### src/rtl/queen_pkg.sv
// Shared types and helpers for the 8-queen datapath: coordinate widths,
// {row, col} entry packing, and the position-stack state encoding.
package queen_pkg;

    localparam int COORD_W = 3;
    localparam int ENTRY_W = 2 * COORD_W;

    typedef logic [COORD_W-1:0] coord_t;
    typedef logic [ENTRY_W-1:0] entry_t;

    typedef enum logic [1:0] {
        READY = 2'd0,
        WRITE = 2'd1,
        READ  = 2'd2
    } stack_state_e;

    function automatic entry_t pack_entry(input coord_t row, input coord_t col);
        return {row, col};
    endfunction

    function automatic coord_t entry_row(input entry_t e);
        return e[ENTRY_W-1:COORD_W];
    endfunction

    function automatic coord_t entry_col(input entry_t e);
        return e[COORD_W-1:0];
    endfunction

endpackage

### src/rtl/stack_regfile.sv
// DEPTH x ENTRY_W register array with one synchronous write port and two
// combinational read ports. The array itself is not reset.
module stack_regfile #(
    parameter int DEPTH   = 8,
    parameter int ENTRY_W = 6,
    parameter int ADDR_W  = (DEPTH > 1) ? $clog2(DEPTH) : 1
) (
    input  logic               clk,
    input  logic               we,
    input  logic [ADDR_W-1:0]  waddr,
    input  logic [ENTRY_W-1:0] wdata,
    input  logic [ADDR_W-1:0]  top_raddr,
    output logic [ENTRY_W-1:0] top_rdata,
    input  logic [ADDR_W-1:0]  pop_raddr,
    output logic [ENTRY_W-1:0] pop_rdata
);

    logic [ENTRY_W-1:0] mem_q [DEPTH];

    always_ff @(posedge clk) begin
        if (we) begin
            mem_q[waddr] <= wdata;
        end
    end

    assign top_rdata = mem_q[top_raddr];
    assign pop_rdata = mem_q[pop_raddr];

endmodule

### src/rtl/position_stack.sv
// LIFO of packed {row, col} queen positions with a two-cycle push/pop
// handshake, optional drain-to-output on pop, and sticky error flags.
module position_stack #(
    parameter int DEPTH   = 8,
    parameter int COORD_W = queen_pkg::COORD_W,
    parameter int ENTRY_W = 2 * COORD_W
) (
    input  logic                       clk,
    input  logic                       reset_n,
    input  logic                       clear,
    input  logic                       push,
    input  logic                       pop,
    input  logic                       enable_output,
    input  logic [ENTRY_W-1:0]         data_in,
    output logic                       stack_ready,
    output logic [ENTRY_W-1:0]         popped_data,
    output logic [ENTRY_W-1:0]         top_data,
    output logic                       out_valid,
    output logic [ENTRY_W-1:0]         out_data,
    output logic [$clog2(DEPTH+1)-1:0] count,
    output logic                       empty,
    output logic                       full,
    output logic                       underflow,
    output logic                       overflow
);

    import queen_pkg::*;

    localparam int SP_W   = $clog2(DEPTH + 1);
    localparam int ADDR_W = (DEPTH > 1) ? $clog2(DEPTH) : 1;

    stack_state_e state_q, state_d;

    logic [SP_W-1:0]    sp_q, sp_d;
    logic [ENTRY_W-1:0] latch_q, latch_d;
    logic               drain_q, drain_d;
    logic [ENTRY_W-1:0] popped_q, popped_d;
    logic [ENTRY_W-1:0] out_data_q, out_data_d;
    logic               out_valid_q, out_valid_d;
    logic               underflow_q, underflow_d;
    logic               overflow_q, overflow_d;

    logic               we;
    logic [ADDR_W-1:0]  waddr;
    logic [ADDR_W-1:0]  top_addr;
    logic [ENTRY_W-1:0] top_rdata;
    logic [ENTRY_W-1:0] pop_rdata;
    logic               is_empty;
    logic               is_full;

    assign is_empty = (sp_q == '0);
    assign is_full  = (sp_q == SP_W'(DEPTH));
    assign waddr    = ADDR_W'(sp_q);
    assign top_addr = ADDR_W'(sp_q - SP_W'(1));

    stack_regfile #(
        .DEPTH   (DEPTH),
        .ENTRY_W (ENTRY_W),
        .ADDR_W  (ADDR_W)
    ) u_regfile (
        .clk       (clk),
        .we        (we),
        .waddr     (waddr),
        .wdata     (latch_q),
        .top_raddr (top_addr),
        .top_rdata (top_rdata),
        .pop_raddr (top_addr),
        .pop_rdata (pop_rdata)
    );

    always_ff @(posedge clk or negedge reset_n) begin
        if (!reset_n) begin
            state_q <= READY;
        end else begin
            state_q <= state_d;
        end
    end

    // Push wins over a simultaneous pop; clear overrides any request.
    always_comb begin
        state_d = state_q;
        if (clear) begin
            state_d = READY;
        end else begin
            case (state_q)
                READY: begin
                    if (push) begin
                        state_d = WRITE;
                    end else if (pop) begin
                        state_d = READ;
                    end
                end
                WRITE:   state_d = READY;
                READ:    state_d = READY;
                default: state_d = READY;
            endcase
        end
    end

    always_comb begin
        stack_ready = (state_q == READY);
    end

    always_comb begin
        sp_d        = sp_q;
        latch_d     = latch_q;
        drain_d     = drain_q;
        popped_d    = popped_q;
        out_data_d  = out_data_q;
        out_valid_d = 1'b0;
        underflow_d = underflow_q;
        overflow_d  = overflow_q;
        we          = 1'b0;
        if (clear) begin
            sp_d        = '0;
            underflow_d = 1'b0;
            overflow_d  = 1'b0;
        end else begin
            case (state_q)
                READY: begin
                    if (push) begin
                        latch_d = data_in;
                    end else if (pop) begin
                        drain_d = enable_output;
                    end
                end
                WRITE: begin
                    if (!is_full) begin
                        we          = 1'b1;
                        sp_d        = sp_q + SP_W'(1);
                        underflow_d = 1'b0;
                    end else begin
                        overflow_d = 1'b1;
                    end
                end
                READ: begin
                    if (!is_empty) begin
                        popped_d = pop_rdata;
                        sp_d     = sp_q - SP_W'(1);
                        if (drain_q) begin
                            out_data_d  = pop_rdata;
                            out_valid_d = 1'b1;
                        end
                    end else begin
                        underflow_d = 1'b1;
                    end
                end
                default: ;
            endcase
        end
    end

    always_ff @(posedge clk or negedge reset_n) begin
        if (!reset_n) begin
            sp_q        <= '0;
            latch_q     <= '0;
            drain_q     <= 1'b0;
            popped_q    <= '0;
            out_data_q  <= '0;
            out_valid_q <= 1'b0;
            underflow_q <= 1'b0;
            overflow_q  <= 1'b0;
        end else begin
            sp_q        <= sp_d;
            latch_q     <= latch_d;
            drain_q     <= drain_d;
            popped_q    <= popped_d;
            out_data_q  <= out_data_d;
            out_valid_q <= out_valid_d;
            underflow_q <= underflow_d;
            overflow_q  <= overflow_d;
        end
    end

    assign popped_data = popped_q;
    assign top_data    = is_empty ? '0 : top_rdata;
    assign out_valid   = out_valid_q;
    assign out_data    = out_data_q;
    assign count       = sp_q;
    assign empty       = is_empty;
    assign full        = is_full;
    assign underflow   = underflow_q;
    assign overflow    = overflow_q;

endmodule

### config.mk
export PLATFORM = sky130hd
export DESIGN_NAME = position_stack
export DESIGN_NICKNAME = d
export VERILOG_FILES = /design/src/rtl/queen_pkg.sv /design/src/rtl/stack_regfile.sv /design/src/rtl/position_stack.sv
export SDC_FILE = /design/constraint.sdc
export NUM_CORES = 1
export LEC_CHECK = 0
export CAP_MARGIN = 20
export CELL_PAD_IN_SITES_DETAIL_PLACEMENT = 1
export CELL_PAD_IN_SITES_GLOBAL_PLACEMENT = 1
export CORE_MARGIN = 5
export CORE_UTILIZATION = 30
export CTS_CLUSTER_DIAMETER = 40
export CTS_CLUSTER_SIZE = 8
export DETAILED_ROUTE_END_ITERATION = 8
export GPL_ROUTABILITY_DRIVEN = 0
export HOLD_SLACK_MARGIN = 0.03
export MAX_ROUTING_LAYER = met4
export PLACE_DENSITY_LB_ADDON = 0.1
export SYNTH_ARGS = -nofsm -noshare
export SYNTH_HDL_FRONTEND = slang
export SYNTH_SLANG_ARGS = --single-unit
### constraint.sdc
create_clock -name clk -period 5.4 [get_ports clk]
set_input_delay 1.08 -clock clk [delete_from_list [all_inputs] [get_ports clk]]
set_output_delay 1.08 -clock clk [all_outputs]
set_load 0.01 [all_outputs]
==> results_dict.tcl <==
set metrics [dict create \
    status "finished, final reports clean" \
    routedWlPerCell_um 17.0 \
    seqPwrFrac 0.467 \
    crit_arrival_ns 2.91 \
    die_h_um 113 \
    synth-seq-cells 76 \
    swShare 0.307 \
    ys_warn_count 0 \
    wirelength_um 6600 \
    grt_pass1_vias 1914 \
    path_cells "inv_1 > ha_1 > xnor2_1 > nand2_1 > nand2_1 > clkdlybuf4s50_1" \
    die_area_um2 12800 \
    max_freq_mhz 251 \
    pin_count 40 \
    placed_cells 373 \
    maxCapViolations 0 \
    via_per_inst 4.58 \
    nets 262 \
    crit_top_cell "nand2_1" \
    vias 1782 \
    dpl.hpwl_um 4780 \
    crit_path_start "count[1]" \
    p_leak_nw 1.45 \
    synthDistinctLibCells 39 \
    post_cts_buffers 0 \
    core-area_um2 10400 \
    synth_area_per_cell_um2 15.4 \
    clockRootBuffer "clkbuf_8" \
    rsz0062_at_grt "false" \
    grt_usage 0.115 \
    slew_headroom 0.352 \
    critPathMaxStageDelay_ns 0.79 \
    required_ns 4.32 \
    fin_crit_ns 3.99 \
    ir_drop_uv 152 \
    path_max_fanout 12 \
    critPathKind "reg -> out" \
    seqCellArea_um2 2140 \
    finalHoldViolCount 0 \
    tightestPinTransition_ns 0.965 \
    clkPwrFrac 0.236 \
    rows 37 \
    port_buffers 39 \
    syn2layout_area_growth_pct 21.5 \
    cts_buffers 9 \
    drc 0 \
    ys_seq_area_frac 0.670 \
    ant_nets 0 \
    cp-start-kind "flop" \
    setup_viol 0 \
    grt_pass1_wl_um 10900 \
    gr-total-overflow 0 \
    powerDensity_nw_per_um2 418 \
    syn-num-nets 222 \
    hold_buffers 0 \
    p_int_mw 1.13 \
    path_clk_slew_ns 0.08 \
    slew_viol_final 0 \
    slowest_stage "xnor2_1" \
    period_share 0.739 \
    fin_worst_skew_ns 0.00967 \
    p_sw_uw 498 \
    clk_latency_ns 0.34 \
    min_from "out_data[1]" \
    cts.repair.resized 0 \
    r2r-start "count[1]" \
    cts_tree "done" \
    fillCellCount 1086 \
    drt_iter0_drc 59 \
    antennaDiodeCount 0 \
    htreeDepth 3 \
    syn_area_um2 3200 \
    instances_no_fill 389 \
    power_frac_comb 0.297 \
    hold_class "reg -> reg" \
    grt_start_max_net_pins 29 \
    multiInputGateArea_um2 946 \
    cts_sinks 76 \
    die_w_um 113 \
    syn-instance-count 208 \
    antenna_found_initial 0 \
    setup-tns-final_ns 0 \
    path_buf_inv 2 \
    drt_first_pass_iters 4 \
    start_util 0.308 \
    critical-path-top-delay-family "XOR/XNOR gates" \
    drive_gt1_frac 0.213 \
    cts_buffer_depth 2 \
    worst_setup_path_end_kind "primary output" \
]
## cell type report
cell class,count,area share
repair buffers,41,0.104
multi-input cells,108,0.244
inverters,12,0.0116
flip-flops and latches,76,0.552
clock inverters,7,0.0132
well taps,136,0.0438
clock buffers,9,0.0319
## power by group through the flow
stage | logic [mW] | registers, mW | clock network, mW
finish | 0.482 | 0.759 | 0.384
global route | 0.528 | 0.771 | 0.430
CTS | 0.495 | 0.762 | 0.405
detailed placement | 0.495 | 0.775 | 0
global placement | 0.490 | 0.771 | 0
floorplan | 0.260 | 0.778 | 0
## through the flow
stage          instance area, um2  setup slack [ns]  total power, mW  hold WS [ns]   util
4_1_cts                      3880              1.35             1.66         0.504  0.375
3_5_place_dp                 3710              1.73             1.27         0.485  0.358
6_report                     3880              1.41             1.62         0.496  0.375
2_1_floorplan                3200              2.50             1.04         0.525      -
5_1_grt                      3880              1.04             1.73         0.509  0.375
3_3_place_gp                 3710              1.89             1.26         0.474  0.358
## metal layers
metal  GRT usage  routed length, um  vias to the layer above
met5           -                  0                        -
met4      0.0361                 70                        0
met3      0.0369                246                        8
met2       0.175               3130                       35
met1       0.147               3150                      897
li1            -                  -                      842
## state kept, by name, indices dropped and copies added, names as in the netlist
signal / cells
out_valid: 1
underflow: 1
overflow: 1
state_q: 2
latch_q: 6
count: 4
u_regfile.mem_q: 48
out_data: 6
drain_q: 1
popped_data: 6
## logic make-up (layout without fill, tap and decap cells)
logic type | after synthesis | after routing | share of synthesized area
xor+xnor | 4 | 4 | 0.0110
simple gates | 48 | 48 | 0.0798
compound gates | 21 | 21 | 0.0391
flops | 76 | 76 | 0.670
fa+ha+maj | 2 | 2 | 0.00783
mux | 33 | 33 | 0.158
buf+inv | 24 | 69 | 0.0341
## Yosys cell counts (all sizes together)
cell type,instances,area share
edfxtp,48,0.45
o22ai,1,0.0039
inv,12,0.014
clkbuf,2,0.0023
dfrtp,28,0.22
xnor2,2,0.0055
nor3b,1,0.0039
mux4,12,0.085
or4,2,0.0059
nor2,11,0.013
nand2,19,0.025
nand3,1,0.0016
a32oi,1,0.0027
mux2,20,0.070
and2,1,0.0020
or3b,1,0.0027
o31ai,1,0.0023
buf,10,0.018
and2b,1,0.0023
nor3,5,0.011
a21o,1,0.0023
nor2b,1,0.0020
nand4,2,0.0039
a21oi,3,0.0059
and3b,1,0.0027
nand2b,1,0.0020
mux2i,1,0.0031
and3,1,0.0020
ha,2,0.0078
o21ai,14,0.022
xor2,2,0.0055
## worst paths after layout
check | to | slack [ns] | cells after the start
worst max-delay path | top_data[2] | 1.41 | 6
worst min-delay path | out_data[1] | 0.50 | 1
worst max register to register | out_data[1] | 3.01 | 5
worst min register to register | out_data[1] | 0.50 | 1
max in group asynchronous | count[3] | 3.99 | 2
min in group asynchronous | out_valid | 1.13 | 2
## worst reg2reg max path: stages, from the launching register on
cell	delay, ns
dfrtp_1	0.53
inv_1	0.10
ha_1	0.29
xnor2_1	0.79
o21ai_1	0.24
mux2_1	0.32
## layout by cell type, fill, tap and decap left out, types with 2 or more instances in the layout
cell,count
nand4_1,2
xor2_1,2
clkinv_4,3
xnor2_1,2
mux4_2,12
clkbuf_8,9
mux2_2,14
nand2_1,18
clkdlybuf4s50_1,39
edfxtp_1,48
o21ai_1,7
mux2_1,6
nor2_1,11
inv_1,7
dfrtp_1,28
ha_1,2
nor3_1,4
inv_2,5
o21ai_0,7
buf_4,2
a21oi_1,2
(Power assumes the default switching activity.)
